[src/rtl/out_uart_pkg.sv]
// Shared types and constants for the byte-output UART transmitter.
package out_uart_pkg;

    localparam int   DATA_W      = 8;
    localparam logic IDLE_LEVEL  = 1'b1;
    localparam logic START_LEVEL = 1'b0;

    typedef enum logic [2:0] {
        IDLE,
        START,
        DATA,
        PARITY,
        STOP
    } state_t;

endpackage

[src/rtl/out_uart_tx_if.sv]
// Byte-output port (data + toggle strobe) and UART-side status, grouped for the transmitter.
interface out_uart_tx_if
    import out_uart_pkg::*;
#(
    parameter int FIFO_AW = 4
);
    logic [DATA_W-1:0] in_dat;
    logic              in_ctl;
    logic              txd;
    logic              busy;
    logic              overflow;
    logic [FIFO_AW:0]  level;

    modport master (output in_dat, in_ctl, input txd, busy, overflow, level);
    modport slave  (input in_dat, in_ctl, output txd, busy, overflow, level);
endinterface

[src/rtl/out_fifo.sv]
// Single-clock FIFO with first-word-fall-through read; a push into a full FIFO is accepted only with a same-cycle pop.
module out_fifo #(
    parameter int DW = 8,
    parameter int AW = 4
) (
    input  logic          clk,
    input  logic          rst,
    input  logic          push,
    input  logic [DW-1:0] din,
    input  logic          pop,
    output logic [DW-1:0] dout,
    output logic          full,
    output logic          empty,
    output logic [AW:0]   level
);
    localparam int DEPTH = 2 ** AW;

    logic [DW-1:0] r_mem [DEPTH];
    logic [AW-1:0] r_wr_ptr;
    logic [AW-1:0] r_rd_ptr;
    logic [AW:0]   r_level;
    logic          w_wr_en;
    logic          w_rd_en;

    assign full    = r_level[AW];
    assign empty   = (r_level == '0);
    assign w_rd_en = pop & ~empty;
    assign w_wr_en = push & (~full | w_rd_en);
    assign dout    = r_mem[r_rd_ptr];
    assign level   = r_level;

    // NOTE: storage has no reset; occupancy is tracked by the pointers and level alone.
    always_ff @(posedge clk) begin
        if (w_wr_en) begin
            r_mem[r_wr_ptr] <= din;
        end
    end

    always_ff @(posedge clk or posedge rst) begin
        if (rst) begin
            r_wr_ptr <= '0;
            r_rd_ptr <= '0;
            r_level  <= '0;
        end else begin
            if (w_wr_en) r_wr_ptr <= r_wr_ptr + 1'b1;
            if (w_rd_en) r_rd_ptr <= r_rd_ptr + 1'b1;
            case ({w_wr_en, w_rd_en})
                2'b10:   r_level <= r_level + 1'b1;
                2'b01:   r_level <= r_level - 1'b1;
                default: r_level <= r_level;
            endcase
        end
    end

endmodule

[src/rtl/out_uart_tx.sv]
// Toggle-strobe byte sink that queues bytes and sends them as UART frames (8N1, or 8E1 when OUT_UART_PARITY_EN is defined).
module out_uart_tx
    import out_uart_pkg::*;
#(
    parameter int CLK_DIV = 217,
    parameter int FIFO_AW = 4
) (
    input  logic          clk,
    input  logic          rst,
    out_uart_tx_if.slave  bus
);
    localparam int               CNT_W   = $clog2(CLK_DIV);
    localparam logic [CNT_W-1:0] CNT_MAX = CNT_W'(CLK_DIV - 1);

    logic              r_ctl_q;
    logic              r_overflow;
    logic              r_txd;
    state_t            r_state,  w_state_nxt;
    logic [CNT_W-1:0]  r_cnt,    w_cnt_nxt;
    logic [2:0]        r_bitcnt, w_bitcnt_nxt;
    logic [DATA_W-1:0] r_shreg,  w_shreg_nxt;
    logic              w_txd_nxt;
    logic              w_push;
    logic              w_pop;
    logic              w_full;
    logic              w_empty;
    logic              w_bit_end;
    logic [DATA_W-1:0] w_dout;
    logic [FIFO_AW:0]  w_level;
`ifdef OUT_UART_PARITY_EN
    logic              r_par, w_par_nxt;
`endif

    assign w_push    = bus.in_ctl ^ r_ctl_q;
    assign w_bit_end = (r_cnt == '0);

    always_ff @(posedge clk or posedge rst) begin
        if (rst) begin
            r_ctl_q    <= 1'b0;
            r_overflow <= 1'b0;
        end else begin
            r_ctl_q <= bus.in_ctl;
            if (w_push & w_full & ~w_pop) r_overflow <= 1'b1;
        end
    end

    out_fifo #(
        .DW (DATA_W),
        .AW (FIFO_AW)
    ) u_fifo (
        .clk   (clk),
        .rst   (rst),
        .push  (w_push),
        .din   (bus.in_dat),
        .pop   (w_pop),
        .dout  (w_dout),
        .full  (w_full),
        .empty (w_empty),
        .level (w_level)
    );

    // txd is the registered line level of the current state, so it trails the state by one cycle.
    always_ff @(posedge clk or posedge rst) begin
        if (rst) begin
            r_state  <= IDLE;
            r_cnt    <= '0;
            r_bitcnt <= '0;
            r_shreg  <= '0;
            r_txd    <= IDLE_LEVEL;
`ifdef OUT_UART_PARITY_EN
            r_par    <= 1'b0;
`endif
        end else begin
            r_state  <= w_state_nxt;
            r_cnt    <= w_cnt_nxt;
            r_bitcnt <= w_bitcnt_nxt;
            r_shreg  <= w_shreg_nxt;
            r_txd    <= w_txd_nxt;
`ifdef OUT_UART_PARITY_EN
            r_par    <= w_par_nxt;
`endif
        end
    end

    // NOTE: combinational block uses blocking assignments, with every output defaulted first so no latch is inferred.
    always_comb begin
        w_state_nxt  = r_state;
        w_cnt_nxt    = r_cnt;
        w_bitcnt_nxt = r_bitcnt;
        w_shreg_nxt  = r_shreg;
        w_txd_nxt    = IDLE_LEVEL;
        w_pop        = 1'b0;
`ifdef OUT_UART_PARITY_EN
        w_par_nxt    = r_par;
`endif
        if (r_state != IDLE) begin
            w_cnt_nxt = w_bit_end ? CNT_MAX : r_cnt - CNT_W'(1);
        end

        case (r_state)
            IDLE: begin
                if (!w_empty) begin
                    w_pop        = 1'b1;
                    w_shreg_nxt  = w_dout;
                    w_bitcnt_nxt = '0;
                    w_cnt_nxt    = CNT_MAX;
                    w_state_nxt  = START;
`ifdef OUT_UART_PARITY_EN
                    w_par_nxt    = ^w_dout;
`endif
                end
            end
            START: begin
                w_txd_nxt = START_LEVEL;
                if (w_bit_end) w_state_nxt = DATA;
            end
            DATA: begin
                w_txd_nxt = r_shreg[0];
                if (w_bit_end) begin
                    w_shreg_nxt  = r_shreg >> 1;
                    w_bitcnt_nxt = r_bitcnt + 3'd1;
                    if (r_bitcnt == 3'd7) begin
`ifdef OUT_UART_PARITY_EN
                        w_state_nxt = PARITY;
`else
                        w_state_nxt = STOP;
`endif
                    end
                end
            end
`ifdef OUT_UART_PARITY_EN
            PARITY: begin
                w_txd_nxt = r_par;
                if (w_bit_end) w_state_nxt = STOP;
            end
`endif
            STOP: begin
                w_txd_nxt = IDLE_LEVEL;
                if (w_bit_end) w_state_nxt = IDLE;
            end
            default: begin
                w_state_nxt = IDLE;
            end
        endcase
    end

    assign bus.txd      = r_txd;
    assign bus.busy     = (r_state != IDLE) | ~w_empty;
    assign bus.overflow = r_overflow;
    assign bus.level    = w_level;

endmodule

[src/flat_wrapper.sv]
// flat-port wrapper written by rule: the top's interface ports become plain ports
module out_uart_tx_flat import out_uart_pkg::*;
#(
    parameter int CLK_DIV = 217,
    parameter int FIFO_AW = 4
)
  (clk, rst, bus_in_dat, bus_in_ctl, bus_txd, bus_busy, bus_overflow, bus_level);
  out_uart_tx_if #(.FIFO_AW(FIFO_AW)) bus_i ();
  input  logic clk;
  input  logic rst;
  input wire logic [$bits(bus_i.in_dat)-1:0] bus_in_dat;
  input wire logic [$bits(bus_i.in_ctl)-1:0] bus_in_ctl;
  output wire logic [$bits(bus_i.txd)-1:0] bus_txd;
  output wire logic [$bits(bus_i.busy)-1:0] bus_busy;
  output wire logic [$bits(bus_i.overflow)-1:0] bus_overflow;
  output wire logic [$bits(bus_i.level)-1:0] bus_level;
  assign bus_i.in_dat = bus_in_dat;
  assign bus_i.in_ctl = bus_in_ctl;
  assign bus_txd = bus_i.txd;
  assign bus_busy = bus_i.busy;
  assign bus_overflow = bus_i.overflow;
  assign bus_level = bus_i.level;
  out_uart_tx #(.CLK_DIV(CLK_DIV), .FIFO_AW(FIFO_AW)) u_core (.clk(clk), .rst(rst), .bus(bus_i));
endmodule
[config.mk]
export PLATFORM = sky130hd
export DESIGN_NAME = out_uart_tx_flat
export DESIGN_NICKNAME = d
export VERILOG_FILES = /design/src/rtl/out_uart_pkg.sv /design/src/rtl/out_uart_tx_if.sv /design/src/rtl/out_fifo.sv /design/src/rtl/out_uart_tx.sv /design/src/flat_wrapper.sv
export SDC_FILE = /design/constraint.sdc
export NUM_CORES = 1
export LEC_CHECK = 0
export ABC_CLOCK_PERIOD_IN_PS = 9600
export CAP_MARGIN = 20
export CORE_MARGIN = 10
export CORE_UTILIZATION = 27
export DETAILED_ROUTE_END_ITERATION = 6
export GPL_TIMING_DRIVEN = 0
export PLACE_DENSITY = 0.39
export SYNTH_ARGS = -nofsm -noshare
export SYNTH_HDL_FRONTEND = slang
export SYNTH_HIERARCHICAL = 1
export SYNTH_SLANG_ARGS = --single-unit
[constraint.sdc]
create_clock -name clk -period 9.6 [get_ports clk]
set_input_delay 1.44 -clock clk [delete_from_list [all_inputs] [get_ports clk]]
set_output_delay 1.44 -clock clk [all_outputs]
set_load 0.01 [all_outputs]
==> impl_metrics.py, run 1 <==
metrics = {
    "outcome": {
        "status": "finished clean",
    },
    "floorplan": {
        "die-area_um2": 33200,
        "core_um2": 26000,
        "die_x_um": 182,
        "die_h_um": 182,
        "start_util": 0.273,
        "placementRows": 59,
        "io_pins": 19,
    },
    "route": {
        "first_iter_violations": 230,
        "routed_wl_um": 16000,
        "drc": 0,
        "wire_per_inst_um": 18.5,
        "dr.pass1.iters": 5,
        "ant_nets": 0,
        "num_vias": 3943,
        "viasPerCell": 4.58,
    },
    "pwr": {
        "p_per_area_nw_per_um2": 212,
        "ir_drop_v": 0.000103,
        "total_power_w": 0.00178,
        "p_leak_nw": 3.09,
    },
    "synth": {
        "yosys_warnings": 6,
        "synthArstFlopShare": 0.229,
        "synth_ff_type": "edfxtp_1",
        "syn_inst": 471,
        "synth-seq-cells": 166,
        "synth_edf_count": 128,
        "ys_types": 56,
        "synth_area_um2": 7100,
        "ys_seq_area_frac": 0.675,
        "synth_nets": 496,
        "syn_avg_cell_area_um2": 15.1,
    },
    "global_route": {
        "grt_pass1_wl_um": 24700,
        "grt_max_degree": 26,
        "antenna_found_initial": 0,
        "grt_pass1_vias": 3973,
        "track_usage": 0.0983,
        "gr-total-overflow": 0,
    },
    "job": {
        "cap_violations": 0,
    },
    "sta": {
        "rsz0062_at_grt": "no",
        "min_period_ns": 4.20,
        "max_freq_mhz": 238,
        "slew_headroom": 0.294,
        "fin_skew_ns": 0.0106,
        "setup_viol": 0,
        "drv_slew": 0,
        "worst_pin_slew_ns": 1.06,
        "min_period_over_period": 0.437,
        "hold_viol": 0,
        "finalSetupTns_ns": 0,
    },
    "clock_tree": {
        "postCtsHoldBufs": 0,
        "clock_latency_ns": 0.42,
        "h-tree-depth": 4,
        "clkSinkCount": 166,
        "cts_setup_buffers": 0,
        "cts_buffers": 17,
        "cts_tree": "built",
        "cts.repair.resized": 0,
        "clk_pin_slew_worst_paths_ns": 0.07,
        "clock-root-buffer": "clkbuf_16",
        "cts_buffer_depth": 2,
    },
    "setup_path": {
        "crit_path_cell_trace": "or4_4 > nor2_4 > inv_1 > nand2_1 > clkbuf_1 > inv_1 > o21a_1 > buf_2 > inv_1 > ha_1 > inv_1 > fa_1 > nor2b_1 > o21ai_0 > nand3_1 > or3b_1 > xnor2_1",
        "max_stage_delay_ns": 0.54,
        "path_common_cell": "inv_1",
        "critPathArrivalTime_ns": 4.51,
        "crit_path_max_fanout": 10,
        "crit_type": "register to register",
        "cpMaxStageDelayCell": "or4_4",
        "cp-start-kind": "register",
        "end_kind": "register",
        "worstPathRequired_ns": 9.91,
    },
    "hold_path": {
        "hp-class": "register to register",
    },
    "placement": {
        "gp_congestion": 0.747,
        "post_dp_cell_area_um2": 7760,
        "port_buffers": 18,
        "place_hpwl_um": 11200,
    },
    "finish": {
        "finish.instance_area_um2": 8390,
        "fin_nets": 538,
        "seqCellArea_um2": 4800,
        "areaGrowthSynthToFinish_pct": 18.1,
        "nFillCells": 2610,
        "n_antenna_cell": 0,
        "multiInputGateArea_um2": 2100,
        "final_layout_size_suffix_gt1_frac": 0.183,
    },
}
-- critical path: cells and delay by family (launching register included) --
kind / cells / cell delay, ns
simple gates: 6 / 1.37
fa+ha+maj: 2 / 0.71
buf+inv: 6 / 1.11
xor+xnor: 1 / 0.13
flops: 1 / 0.43
compound gates: 2 / 0.30
-- layer usage --
metal | vias up | global-route usage | wire, um | part of all wire
met1 | 2007 | 0.130 | 7780 | 0.49
met3 | 14 | 0.0226 | 372 | 0.023
met2 | 53 | 0.157 | 7650 | 0.48
met5 | - | 0 | 0 | 0
li1 | 1869 | - | - | -
met4 | 0 | 0.0293 | 160 | 0.010
-- per-stage QoR --
step / hold slack (ns) / setup slack (ns) / util / instances
4_1_cts: 0.487 / 5.34 / 0.322 / 860
6_report: 0.477 / 5.40 / 0.323 / 861
2_1_floorplan: 0.465 / 6.00 / - / 471
3_5_place_dp: 0.470 / 5.20 / 0.298 / 828
3_3_place_gp: 0.459 / 4.99 / 0.296 / 824
5_1_grt: 0.521 / 5.07 / 0.323 / 861
-- synthesized netlist by cell type, drive strengths merged, types with 8 or more instances --
| master | n | area (um^2) |
|---|---|---|
| edfxtp | 128 | 3840 |
| nor2 | 19 | 78.8 |
| and2 | 11 | 72.6 |
| clkbuf | 10 | 37.5 |
| mux4 | 16 | 360 |
| dfrtp | 37 | 926 |
| ha | 13 | 163 |
| a221oi | 8 | 70.1 |
| mux2i | 25 | 250 |
| a21oi | 23 | 141 |
| a22oi | 11 | 82.6 |
| inv | 28 | 105 |
| nand2 | 28 | 105 |
| buf | 12 | 91.3 |
| o22ai | 8 | 50.1 |
| mux2 | 9 | 105 |
| o21ai | 30 | 150 |
-- state kept, by name, summed over array words and instances, names as in the netlist --
signal / cells
u_core/bus.overflow: 1
u_core/bus.txd: 1
u_core/r_bitcnt: 3
u_core/r_cnt: 8
u_core/r_ctl_q: 1
u_core/r_shreg: 8
u_core/r_state: 3
u_core/u_fifo/level: 5
u_core/u_fifo/r_mem: 128
u_core/u_fifo/r_rd_ptr: 4
u_core/u_fifo/r_wr_ptr: 4
-- final cells by class --
| class | instances | share of cell area |
|---|---|---|
| plain buffers | 22 | 0.0154 |
| repair buffers | 23 | 0.0283 |
| inverters | 28 | 0.0125 |
| well taps | 335 | 0.0500 |
| clock inverters | 12 | 0.0191 |
| multi-input cells | 255 | 0.250 |
| flip-flops and latches | 166 | 0.572 |
| clock buffers | 20 | 0.0532 |
-- worst paths after layout --
path / start / to / slack [ns] / depth (start not counted)
min in group asynchronous: rst / u_core/bus.overflow / 1.38 / 2
worst min register to register: u_core/bus.overflow / u_core/bus.overflow / 0.48 / 1
worst max-delay path: u_core/u_fifo/level[3] / u_core/u_fifo/level[4] / 5.40 / 17
max in group asynchronous: rst / u_core/bus.txd / 7.69 / 3
worst max register to register: u_core/u_fifo/level[3] / u_core/u_fifo/level[4] / 5.40 / 17
worst min-delay path: u_core/bus.overflow / u_core/bus.overflow / 0.48 / 1
-- placed cells by master (no fill, tap or decap), types with 7 or more instances in the layout --
master           synthesis  final
o22ai_1                  8      8
clkbuf_16                0     17
o21ai_0                 28     28
clkbuf_1                10     12
inv_1                   28     28
nor2_1                  18     18
nand3_1                  7      7
ha_1                    13     13
a21oi_2                  7      7
mux2_2                   8      8
a221oi_1                 8      8
mux2i_1                 25     25
xnor2_1                  7      7
dfrtp_1                 37     37
buf_4                    5      9
a21oi_1                 16     16
edfxtp_1               128    128
nand2_1                 28     28
mux4_2                  16     16
clkdlybuf4s50_1          0     18
a22oi_1                 11     11
and2_1                   9      9
-- power breakdown --
group / switching [W] / total, W / internal, W
Combinational: 0.000126 / 0.000210 / 0.0000842
Sequential: 0.0000286 / 0.000866 / 0.000838
Clock: 0.000302 / 0.000704 / 0.000403
Total: 0.000456 / 0.00178 / 0.00132
-- cells by family (layout without fill, tap and decap cells) --
family                     Yosys count  in the layout  share of synthesized area
AOI/OAI and AO/OA                   91             91                     0.0823
xor gates and xnor gates            12             12                     0.0148
adders and majority gates           14             14                     0.0257
buffers and inverters               50            105                     0.0329
DFF                                166            166                      0.675
muxes                               50             50                      0.101
and+or+nand+nor                     88             88                     0.0682
Power figures use the tool's default switching activity.
==> run 2: changes to the inputs <==
Settings changed: ABC_CLOCK_PERIOD_IN_PS 9600 to 3390, PLACE_DENSITY 0.39 to 0.41.
Clock period 9.6 ns to 3.39 ns, I/O delays scaled along.
==> impl_metrics.py, run 2 (synthesis gave the netlist of run 1 again) <==
metrics = {
    "clock_tree": {
        "clock-root-buffer": "clkbuf_16",
        "clkSinkCount": 166,
        "clk_pin_slew_worst_paths_ns": 0.07,
        "clock_latency_ns": 0.42,
        "cts_tree": "built",
        "h-tree-depth": 4,
        "cts_buffer_depth": 2,
        "cts_buffers": 17,
    },
    "setup_path": {
        "cp.depth": 16,
        "crit_type": "register to register",
        "critPathTopFamily": "simple AND/OR/NAND/NOR gates",
        "cpMaxStageDelayCell": "or4_4",
        "cp-start-kind": "register",
        "critPathArrivalTime_ns": 3.51,
        "crit_buf_inv": 5,
        "path_common_cell": "inv_1",
        "crit_path_cell_trace": "or4_4 > nor2_4 > inv_2 > nand2_2 > clkbuf_8 > inv_1 > o21a_4 > inv_4 > ha_4 > inv_1 > fa_2 > nor2b_1 > o21ai_1 > nand3_1 > or3b_1 > xnor2_1",
        "reg2reg_depth": 16,
        "crit_path_max_fanout": 8,
        "end_kind": "register",
        "max_stage_delay_ns": 0.55,
        "worstPathRequired_ns": 3.69,
    },
    "floorplan": {
        "die-area_um2": 33200,
        "io_pins": 19,
        "die_x_um": 182,
        "placementRows": 59,
        "core_um2": 26000,
        "start_util": 0.273,
        "die_h_um": 182,
    },
    "pwr": {
        "p_per_area_nw_per_um2": 603,
        "p_leak_nw": 3.13,
        "ir_drop_v": 0.000300,
    },
    "global_route": {
        "track_usage": 0.0984,
        "gr-total-overflow": 0,
        "grt_pass1_vias": 4133,
        "grt_max_degree": 26,
        "antenna_found_initial": 0,
        "grt_pass1_wl_um": 24700,
    },
    "hold_path": {
        "hp-class": "input pin to async pin",
    },
    "finish": {
        "final_cell_mix": "edfxtp_1 (128), dfrtp_1 (37), o21ai_0 (27), nand2_1 (27), inv_1 (26)",
        "nFillCells": 2582,
        "final_layout_size_suffix_gt1_frac": 0.205,
        "fin_nets": 543,
        "areaGrowthSynthToFinish_pct": 19.4,
        "largest_register": "u_core/u_fifo/r_mem",
        "top_regs": "u_core/u_fifo/r_mem: 128 flops, u_core/r_cnt: 8 flops, u_core/r_shreg: 8 flops",
        "final_common_cell": "edfxtp_1",
        "n_antenna_cell": 0,
        "largest_reg_flops": 128,
    },
    "sta": {
        "hold_viol": 0,
        "drv_slew": 0,
        "finalSetupTns_ns": 0,
        "min_period_ns": 3.20,
        "worst_pin_slew_ns": 1.02,
        "rsz0062_at_grt": "no",
        "slew_headroom": 0.319,
        "min_period_over_period": 0.945,
        "max_freq_mhz": 312,
        "fin_skew_ns": 0.0109,
        "finalWorstSetupSlack_ns": 0.188,
        "setup_viol": 0,
    },
    "placement": {
        "place_ws_ns": -0.354,
        "port_buffers": 18,
        "place_hpwl_um": 11000,
        "gp_congestion": 0.744,
    },
    "route": {
        "first_iter_violations": 220,
        "ant_nets": 0,
        "num_vias": 3974,
        "drc": 0,
        "dr.pass1.iters": 4,
        "viasPerCell": 4.59,
        "routed_wl_um": 15800,
        "wire_per_inst_um": 18.2,
    },
    "job": {
        "cap_violations": 0,
    },
    "outcome": {
        "status": "finished clean",
    },
}
-- run 2: cell types whose count changed in the layout (fill, tap and decap cells not counted), moves of 2 or more --
cell   delta
buf_4     +6
inv_1     -2
inv_6     +3
inv_8     -3
-- run 2: layout make-up --
class | count | area (um^2) | share of cell area
tap | 335 | 419 | 0.0494
inverter | 28 | 108 | 0.0127
timing repair buffer | 29 | 283 | 0.0333
multi-input combinational | 255 | 2130 | 0.251
clock buffer | 19 | 433 | 0.0510
buffer | 21 | 134 | 0.0158
clock inverter | 13 | 181 | 0.0214
sequential | 166 | 4800 | 0.566
-- run 2: routing by layer --
| metal | vias to the layer above | wire length [um] | track usage |
|---|---|---|---|
| met5 | - | 0 | 0 |
| met4 | 0 | 333 | 0.0407 |
| met3 | 16 | 513 | 0.0212 |
| met2 | 58 | 7760 | 0.159 |
| met1 | 2016 | 7190 | 0.125 |
| li1 | 1884 | - | - |
-- run 2: repair_timing --
| action | 4_1_cts | 5_1_grt |
|---|---|---|
| buffers inserted | 5 | 1 |
| pin swaps | 1 | 1 |
| setup endpoints to repair | 1 | 1 |
| hold buffers | 0 | 0 |
| gates resized for setup | 5 | 4 |
-- run 2: worst paths after layout --
| path | start | end | slack, ns |
|---|---|---|---|
| min | rst | u_core/r_shreg[7] | 0.42 |
| max reg2reg | u_core/u_fifo/level[1] | u_core/u_fifo/level[4] | 0.19 |
| min reg2reg | u_core/bus.overflow | u_core/bus.overflow | 0.48 |
| max | u_core/u_fifo/level[1] | u_core/u_fifo/level[4] | 0.19 |
| max in group asynchronous | rst | u_core/bus.txd | 2.45 |
| min in group clk | u_core/bus.overflow | u_core/bus.overflow | 0.48 |
-- run 2: report_power, final --
part           switching [W]  internal [W]  total [W]
Combinational       0.000381      0.000271   0.000652
Sequential         0.0000713       0.00237    0.00244
Clock               0.000834       0.00119    0.00202
-- run 2: through the flow --
step,cell area [um^2],cells,util,hold slack [ns],total power [W]
2_1_floorplan,7110,471,-,0.385,0.00284
3_3_place_gp,7710,824,0.297,0.462,0.00306
3_5_place_dp,7770,828,0.299,0.470,0.00310
4_1_cts,8440,864,0.325,0.482,0.00518
5_1_grt,8480,866,0.326,0.448,0.00536
6_report,8480,866,0.326,0.421,0.00512
==> run 3: changes to the inputs <==
Settings changed: CORE_UTILIZATION 27 to 33, PLACE_DENSITY 0.41 to 0.48.
==> impl_metrics.py, run 3 (synthesis gave the netlist of run 1 again) <==
metrics = {
    "outcome": {
        "status": "finished clean",
    },
    "global_route": {
        "track_usage": 0.110,
        "gr-total-overflow": 0,
        "grt_max_degree": 26,
        "grt_pass1_wl_um": 23700,
        "antenna_found_initial": 0,
        "grt_pass1_vias": 4062,
    },
    "placement": {
        "place_ws_ns": -0.349,
        "post_dp_cell_area_um2": 7690,
        "place_hpwl_um": 10400,
        "port_buffers": 18,
        "gp_congestion": 0.849,
        "dp.cells": 768,
    },
    "finish": {
        "final_layout_size_suffix_gt1_frac": 0.209,
        "largest_reg_flops": 128,
        "top_regs": "u_core/u_fifo/r_mem: 128 flops, u_core/r_cnt: 8 flops, u_core/r_shreg: 8 flops",
        "n_antenna_cell": 0,
        "largest_register": "u_core/u_fifo/r_mem",
        "final_cell_mix": "edfxtp_1 (128), dfrtp_1 (37), o21ai_0 (27), nand2_1 (27), inv_1 (26)",
        "areaGrowthSynthToFinish_pct": 18.0,
        "fin_nets": 544,
        "finalNonFillerCells": 806,
        "final_common_cell": "edfxtp_1",
        "post-route-util": 0.397,
        "finish.instance_area_um2": 8380,
    },
    "clock_tree": {
        "clkSinkCount": 166,
        "clock_latency_ns": 0.41,
        "h-tree-depth": 4,
        "cts_buffer_depth": 2,
        "clock-root-buffer": "clkbuf_16",
        "cts_tree": "built",
        "cts_buffers": 17,
        "clk_pin_slew_worst_paths_ns": 0.06,
    },
    "sta": {
        "finalSetupTns_ns": 0,
        "fin_skew_ns": 0.00891,
        "worst_pin_slew_ns": 0.978,
        "min_period_over_period": 0.948,
        "max_freq_mhz": 311,
        "rsz0062_at_grt": "no",
        "finalWorstSetupSlack_ns": 0.177,
        "setup_viol": 0,
        "drv_slew": 0,
        "hold_viol": 0,
        "min_period_ns": 3.21,
        "slew_headroom": 0.346,
    },
    "setup_path": {
        "crit_path_max_fanout": 10,
        "end_kind": "register",
        "cp-start-kind": "register",
        "rrSetupSlack_ns": 0.18,
        "worstPathRequired_ns": 3.68,
        "critPathArrivalTime_ns": 3.50,
        "timing.rr.end": "u_core/u_fifo/level[4]",
        "r2r-start": "u_core/u_fifo/level[3]",
        "crit_type": "register to register",
        "reg2reg_depth": 15,
    },
    "route": {
        "first_iter_violations": 275,
        "num_vias": 4006,
        "drc": 0,
        "dr.pass1.iters": 4,
        "viasPerCell": 4.97,
        "wire_per_inst_um": 18.7,
        "ant_nets": 0,
        "routed_wl_um": 15100,
    },
    "floorplan": {
        "placementRows": 53,
        "core_um2": 21100,
        "die_x_um": 167,
        "die_h_um": 167,
        "die-area_um2": 27800,
        "start_util": 0.337,
        "io_pins": 19,
    },
    "pwr": {
        "p_leak_nw": 3.11,
        "ir_drop_v": 0.000366,
        "p_per_area_nw_per_um2": 597,
    },
    "job": {
        "cap_violations": 0,
    },
    "hold_path": {
        "hp-class": "input pin to async pin",
    },
}
==> run 3: how the worst max path moves through the flow <==
stage                           start                   endpoint  slack [ns]  depth (start not counted)
2_1_floorplan  u_core/u_fifo/level[1]     u_core/u_fifo/level[4]       0.006                         17
6_report       u_core/u_fifo/level[3]     u_core/u_fifo/level[4]        0.18                         15
5_1_grt        u_core/u_fifo/level[3]     u_core/u_fifo/level[4]        0.01                         16
3_5_place_dp   u_core/u_fifo/level[1]     u_core/u_fifo/level[4]       -0.35                         17
3_3_place_gp        u_core/r_state[1]  u_core/u_fifo/r_mem[2][5]       -0.31                          9
4_1_cts        u_core/u_fifo/level[3]     u_core/u_fifo/level[4]        0.01                         16
==> run 3: report_power, final <==
| group | switching, W | internal, W | total [W] | leakage [nW] |
|---|---|---|---|---|
| logic | 0.000386 | 0.000287 | 0.000673 | 1.22 |
| clock network | 0.000796 | 0.00109 | 0.00189 | 0.278 |
| registers | 0.0000701 | 0.00237 | 0.00244 | 1.61 |
==> run 3: cell type report <==
| cell class | instances | area [um^2] |
|---|---|---|
| Inverter | 28 | 108 |
| Fill cell | 1973 | 12700 |
| Tap cell | 275 | 344 |
| Clock buffer | 17 | 425 |
| Buffer | 21 | 135 |
| Clock inverter | 14 | 149 |
| Sequential cell | 166 | 4800 |
| Multi-Input combinational cell | 255 | 2130 |
| Timing Repair Buffer | 30 | 290 |
==> run 3: routing by layer <==
metal | vias to the layer above | part of all wire | track usage
met4 | 0 | 0.011 | 0.0462
li1 | 1877 | - | -
met1 | 2074 | 0.47 | 0.143
met3 | 6 | 0.023 | 0.0184
met5 | - | 0 | 0
met2 | 49 | 0.50 | 0.177
==> run 3: metrics by stage <==
step | total power [W] | hold WS [ns]
after floorplan | 0.00284 | 0.385
after global placement | 0.00305 | 0.460
after detailed placement | 0.00310 | 0.460
after CTS | 0.00504 | 0.473
after global routing | 0.00523 | 0.338
final | 0.00500 | 0.337
==> run 3: critical path: stages, from the launching register on <==
cell	delay (ns)
dfrtp_1	0.39
or4_4	0.53
nor2_4	0.13
inv_2	0.07
nand2_2	0.09
buf_8	0.13
inv_1	0.06
nor2b_2	0.15
buf_6	0.13
ha_4	0.17
ha_1	0.32
nor2b_2	0.17
o21ai_1	0.15
a21oi_1	0.09
or3b_4	0.37
xnor2_1	0.13
==> run 3: timing repair <==
item	in CTS	in global routing
hold buffers	0	0
endpoints found under the setup margin	1	1
gates resized for setup	5	7
setup buffers	5	2
pin swaps	1	3
